==> src/rtl/cim_accum.sv <==
// Compute-in-memory accumulator: buffers PE tiles in a small FIFO and adds each
// head tile elementwise to the memory beat carrying the same address.
module cim_accum #(
  parameter int TILE  = 6,
  parameter int DW    = 12,
  parameter int AW    = 8,
  parameter int MEM_W = 512,
  parameter int DEPTH = 4
) (
  input  logic                      clk_i,
  input  logic                      rst_i,
  input  logic [TILE*TILE*DW-1:0]   PE_tile_i,
  input  logic [AW-1:0]             PE_addr_i,
  input  logic                      PE_valid_i,
  output logic                      PE_ready_o,
  input  logic [MEM_W-1:0]          memory_data_i,
  input  logic [AW-1:0]             memory_addr_i,
  input  logic                      memory_valid_i,
  output logic                      memory_ready_o,
  input  logic                      sat_en_i,
  output logic [MEM_W-1:0]          result_o,
  output logic [AW-1:0]             result_addr_o,
  output logic                      result_valid_o,
  input  logic                      result_ready_i,
  output logic                      err_o,
  input  logic                      err_clr_i,
  output logic [15:0]               tile_cnt_o
);

  localparam int N  = TILE * TILE;
  localparam int TW = N * DW;
  localparam int PW = $clog2(DEPTH);
  localparam logic [PW:0] FULL_CNT = (PW+1)'(DEPTH);

  if (TW > MEM_W) begin : g_bad_width
    $error("cim_accum: TILE*TILE*DW exceeds MEM_W");
  end
  if (DEPTH < 2 || (DEPTH & (DEPTH - 1)) != 0) begin : g_bad_depth
    $error("cim_accum: DEPTH must be a power of two >= 2");
  end

  logic [TW-1:0] tile_mem_q [DEPTH];
  logic [AW-1:0] addr_mem_q [DEPTH];
  logic [PW-1:0] wr_ptr_q, rd_ptr_q;
  logic [PW:0]   count_q, count_d;

  logic [TW-1:0] result_q;
  logic [AW-1:0] result_addr_q;
  logic          result_valid_q;
  logic          err_q, err_d;
  logic [15:0]   tile_cnt_q;

  logic          full, empty, out_free, push, fire, pop;
  logic [TW-1:0] head_tile, sum_tile;
  logic [AW-1:0] head_addr;
  logic          unused_mem_bits;

  assign full      = (count_q == FULL_CNT);
  assign empty     = (count_q == '0);
  assign head_tile = tile_mem_q[rd_ptr_q];
  assign head_addr = addr_mem_q[rd_ptr_q];
  assign out_free  = !result_valid_q || result_ready_i;

  // Ready is forced during reset so the interface looks empty before the first edge.
  assign PE_ready_o     = !full || rst_i;
  assign memory_ready_o = !empty && out_free && !rst_i;

  assign push = PE_valid_i && PE_ready_o && !rst_i;
  assign fire = memory_valid_i && memory_ready_o;
  assign pop  = fire && (memory_addr_i == head_addr);

  assign unused_mem_bits = ^memory_data_i;

  always_comb begin
    sum_tile = '0;
    for (int unsigned k = 0; k < N; k++) begin
      logic [DW-1:0] ea, eb;
      logic [DW:0]   s;
      ea = head_tile[k*DW +: DW];
      eb = memory_data_i[k*DW +: DW];
      s  = {ea[DW-1], ea} + {eb[DW-1], eb};
      // Overflow iff the extra sign bit disagrees with the result sign bit.
      if (sat_en_i && (s[DW] != s[DW-1]))
        sum_tile[k*DW +: DW] = s[DW] ? {1'b1, {(DW-1){1'b0}}} : {1'b0, {(DW-1){1'b1}}};
      else
        sum_tile[k*DW +: DW] = s[DW-1:0];
    end
  end

  always_comb begin
    count_d = count_q;
    if (push && !pop)
      count_d = count_q + 1'b1;
    else if (!push && pop)
      count_d = count_q - 1'b1;
  end

  always_comb begin
    err_d = err_q;
    if (err_clr_i)
      err_d = 1'b0;
    else if (fire && !pop)
      err_d = 1'b1;
  end

  always_ff @(posedge clk_i) begin
    if (push) begin
      tile_mem_q[wr_ptr_q] <= PE_tile_i;
      addr_mem_q[wr_ptr_q] <= PE_addr_i;
    end
  end

  always_ff @(posedge clk_i) begin
    if (rst_i) begin
      wr_ptr_q       <= '0;
      rd_ptr_q       <= '0;
      count_q        <= '0;
      result_q       <= '0;
      result_addr_q  <= '0;
      result_valid_q <= 1'b0;
      err_q          <= 1'b0;
      tile_cnt_q     <= '0;
    end else begin
      if (push) wr_ptr_q <= wr_ptr_q + 1'b1;
      if (pop)  rd_ptr_q <= rd_ptr_q + 1'b1;
      count_q <= count_d;
      if (pop) begin
        result_q       <= sum_tile;
        result_addr_q  <= head_addr;
        result_valid_q <= 1'b1;
      end else if (result_ready_i) begin
        result_valid_q <= 1'b0;
      end
      err_q <= err_d;
      if (result_valid_q && result_ready_i) tile_cnt_q <= tile_cnt_q + 16'd1;
    end
  end

  assign result_o       = MEM_W'(result_q);
  assign result_addr_o  = result_addr_q;
  assign result_valid_o = result_valid_q;
  assign err_o          = err_q;
  assign tile_cnt_o     = tile_cnt_q;

endmodule

==> config.mk <==
export PLATFORM = sky130hd
export DESIGN_NAME = cim_accum
export DESIGN_NICKNAME = d
export VERILOG_FILES = /design/src/rtl/cim_accum.sv
export SDC_FILE = /design/constraint.sdc
export NUM_CORES = 2
export LEC_CHECK = 0
export ABC_AREA = 1
export BUFFER_PORTS_ARGS = -buffer_cell sky130_fd_sc_hd__buf_2
export CELL_PAD_IN_SITES_DETAIL_PLACEMENT = 1
export CELL_PAD_IN_SITES_GLOBAL_PLACEMENT = 1
export CORE_AREA = 8 8 581 583
export CTS_BUF_LIST = sky130_fd_sc_hd__clkbuf_16
export DETAILED_ROUTE_END_ITERATION = 16
export DIE_AREA = 0 0 589 591
export PLACE_DENSITY = 0.62
export SLEW_MARGIN = 25
export SYNTH_ARGS = -nofsm -noshare
export SYNTH_HDL_FRONTEND = slang
export SYNTH_SLANG_ARGS = --single-unit
==> constraint.sdc <==
create_clock -name clk_i -period 44.2 [get_ports clk_i]
set_input_delay 2.21 -clock clk_i [delete_from_list [all_inputs] [get_ports clk_i]]
set_output_delay 2.21 -clock clk_i [all_outputs]
set_load 0.1 [all_outputs]
==> summary.txt <==
Status
  • Outcome: finished, final reports clean

Logic synthesis
  • Mapped cell area: 0.108 mm2
  • Dominant cell type by area after synthesis: edfxtp_1
  • Count leader, synth: nand2_1
  • Seq cells post-synth: 2227
  • Ys flop type: edfxtp_1
  • Mapped Avg Cell Area: 9.40 um2
  • Yosys Warn Count: 0
  • Sequential area share after synthesis: 0.575
  • Post-synth EDFFs: 1760
  • Synth top area share: 0.488
  • Mapped Cells: 11500
  • Distinct cell type count after synthesis: 37
  • Asr flop ratio synth: 0
  • Synth area leaders: edfxtp_1 (49%), dfxtp_1 (8.6%), nand2_1 (8.0%), nor2_1 (6.9%), o21ai_0 (5.1%)
  • Top cells by count, synth: nand2_1 (2309), nor2_1 (2000), edfxtp_1 (1760), o21ai_0 (1104), inv_1 (734)

Setup path
  • CP Data Required Time: 41.99 ns
  • Critical Path End Type: output port
  • Crit path kind: in2out
  • Top Family by Delay on Critical Path: buffers and inverters
  • Crit start category: input pin
  • Delay of the slowest cell on the worst path: 0.48 ns
  • Register-to-Register Path Depth: 20
  • CP Max Fanout: 141
  • Critical Path Slowest Stage Cell: buf_2
  • Crit path DAT: 4.05 ns
  • Worst-path cell chain: buf_4 > inv_8 > nand2_1 > buf_2
  • Register-to-register setup slack: 37.94 ns
  • FF-to-FF End: result_q[205]
  • CP bufs+invs: 3

Global route
  • First-pass GRT wire length: 625000 um
  • Total GRT Usage: 0.239
  • Initial antenna violation count: 389
  • Total grt overflow: 0
  • Pin count of the biggest net entering global routing: 148
  • Number of global-route vias before repair: 92500

Floorplan
  • Die area: 0.348 mm2
  • Die Ht: 591 um
  • Top Ports: 1507
  • Row count: 211
  • CORE AREA: 0.329 mm2
  • Starting density of the core: 0.329
  • Die Wd: 589 um

STA
  • Peak Freq: 160 MHz
  • Slew Limit Fails: 0
  • Slew margin rel.: 0.149
  • Setup TNS Final: 0 ns
  • Fin Clk Skew: 0.0462 ns
  • Worst setup margin: 37.94 ns
  • RSZ-0062 raised after global routing: no
  • Hold Vio Cnt, Final: 0
  • Final min period: 6.26 ns
  • Period Utilization, post-route: 0.142
  • Measured slew at the worst slew-check pin: 1.28 ns
  • Final setup vio count: 0

Placement
  • Placed insts: 16800
  • Place WS: 37.34 ns
  • Hpwl dp: 317000 um
  • GPL Wtd Cong: 0.906
  • Number of port buffers: 1346

Clocking
  • TritonCTS Buffers: 266
  • Skew-Pair Late Insertion Delay: 0.91 ns
  • # clock sinks: 2227
  • Reg clk slew, reported paths: 0.05 ns
  • Max Buffers Root-to-Sink: 4
  • CTS tree: yes
  • Htree depth: 5
  • Setup bufs post-CTS: 0
  • Root Driver: clkbuf_16
  • # hold bufs at CTS: 0
  • Post-CTS sizing: 0

Detailed routing
  • WL/cell: 24.9 um
  • Routed WL: 434000 um
  • Router iterations before antenna repair: 6
  • Via density: 5.12
  • Residual DRC: 0
  • Routed via count: 89200
  • Post-DRT Antenna Nets: 0
  • First DRT Iteration DRCs: 5325

Final layout
  • Area grow syn2layout: 18.0%
  • Share of layout cells above drive strength 1: 0.141
  • Fill count: 37900
  • Final nets: 14100
  • Register area: 0.0622 mm2
  • Final non-filler cell total: 17400
  • Multi-input logic area: 0.0408 mm2

Run
  • Max Cap Violations: 0

Hold path
  • Hold Path End: result_q[23]
  • Hold Startpoint: result_q[23]
  • Depth of the worst hold-timing path: 2
  • Worst Hold Class: reg2reg

Power
  • Logic pwr share: 0.119
  • Static Leak: 54.0 nW
  • NetSw: 1.33 mW
  • Share of total power in the clock network: 0.422
  • PD cells: 39.5 mW/mm2
  • Sequential Power Share: 0.459
  • Cell-internal power: 3.72 mW
  • Switching Share: 0.263
  • Worst vdd ir: 0.0325 mV
per-stage QoR:
step           cell area [um2]  total power, mW  hold slack [ns]   util
2_1_floorplan           109000             2.78            0.459      -
3_3_place_gp            119000             2.95            0.446  0.362
3_5_place_dp            119000             2.96            0.454  0.362
4_1_cts                 127000             5.11            0.462  0.388
5_1_grt                 128000             5.25            0.483  0.388
6_report                128000             5.05            0.459  0.389
cells in the final DEF (no fill, tap or decap), drive strengths merged, types with 7 or more instances in the layout:
cell,instances
xnor2,148
o21a,7
inv,821
buf,1437
dfxtp,467
conb,80
edfxtp,1760
nand3,460
a32oi,36
clkinv,97
bufinv,11
xor2,176
nor2,2003
ha,438
nand3b,11
clkbuf,282
a31oi,32
diode,147
a21oi,405
fa,37
o22ai,396
o21bai,79
clkinvlp,13
o21ai,1304
nand4,82
nand2,2309
nor3,16
power groups by stage:
stage	clock [mW]	combinational, mW	sequential (mW)
4_1_cts	2.19	0.604	2.32
2_1_floorplan	0	0.393	2.39
5_1_grt	2.26	0.670	2.32
3_3_place_gp	0	0.591	2.36
6_report	2.13	0.601	2.32
3_5_place_dp	0	0.600	2.36
worst register-to-register path: stages (launching register included):
cell	delay, ns
dfxtp_4	0.59
buf_4	0.64
buf_4	0.66
buf_4	0.80
buf_4	0.67
a21oi_1	0.23
a32oi_1	0.38
inv_1	0.11
fa_1	0.42
inv_1	0.13
nand3_1	0.08
nand2_1	0.19
nand3_1	0.15
nand3_1	0.16
inv_1	0.05
nand2_1	0.06
nand3_1	0.33
nand2_1	0.20
nand2_1	0.09
nor2_1	0.12
nor2_1	0.06
routing by layer:
metal / global-route usage / vias to the layer above / part of all wire
met3: 0.0635 / 939 / 0.069
met1: 0.283 / 43800 / 0.41
li1: - / 41800 / -
met5: 0 / - / 0.0023
met2: 0.411 / 2478 / 0.48
met4: 0.0984 / 152 / 0.042
final cells by class:
cell class	instances	area share
Clock buffer	282	0.0552
Timing Repair Buffer	1437	0.0596
Antenna cell	147	0.00288
Clock inverter	203	0.0110
Sequential cell	2227	0.487
Inverter	739	0.0220
Tap cell	4366	0.0428
Multi-Input combinational cell	8027	0.320
cell families (layout without fill, tap and decap cells):
kind of cell               count (synthesis)  count (layout)  synth area share
other                                      1             227         0.0000346
buffers and inverters                   1343            2661            0.0514
xor gates and xnor gates                 324             324            0.0262
AOI/OAI and AO/OA                       2261            2261             0.113
adders and majority gates                475             475            0.0575
DFF                                     2227            2227             0.575
and+or+nand+nor                         4887            4887             0.178
registers in the layout (all words and copies together), names as in the netlist, named ones only:
register	flops
err_o	1
count_q	3
wr_ptr_q	2
tile_cnt_o	16
tile_mem_q	1728
result_q	432
rd_ptr_q	2
result_valid_o	1
result_addr_o	8
addr_mem_q	32
worst max path at each step:
stage / startpoint / end / slack [ns] / cells past startpoint
after CTS: flop / result_q[205] / 37.75 / 20
after global routing: flop / result_q[213] / 37.49 / 20
after detailed placement: rst_i / result_q[274] / 37.34 / 10
after global placement: rst_i / result_q[274] / 37.36 / 10
final: rst_i / PE_ready_o / 37.94 / 4
after floorplan: rst_i / addr_mem_q[0][0] / 22.06 / 4
(Power assumes the default switching activity.)
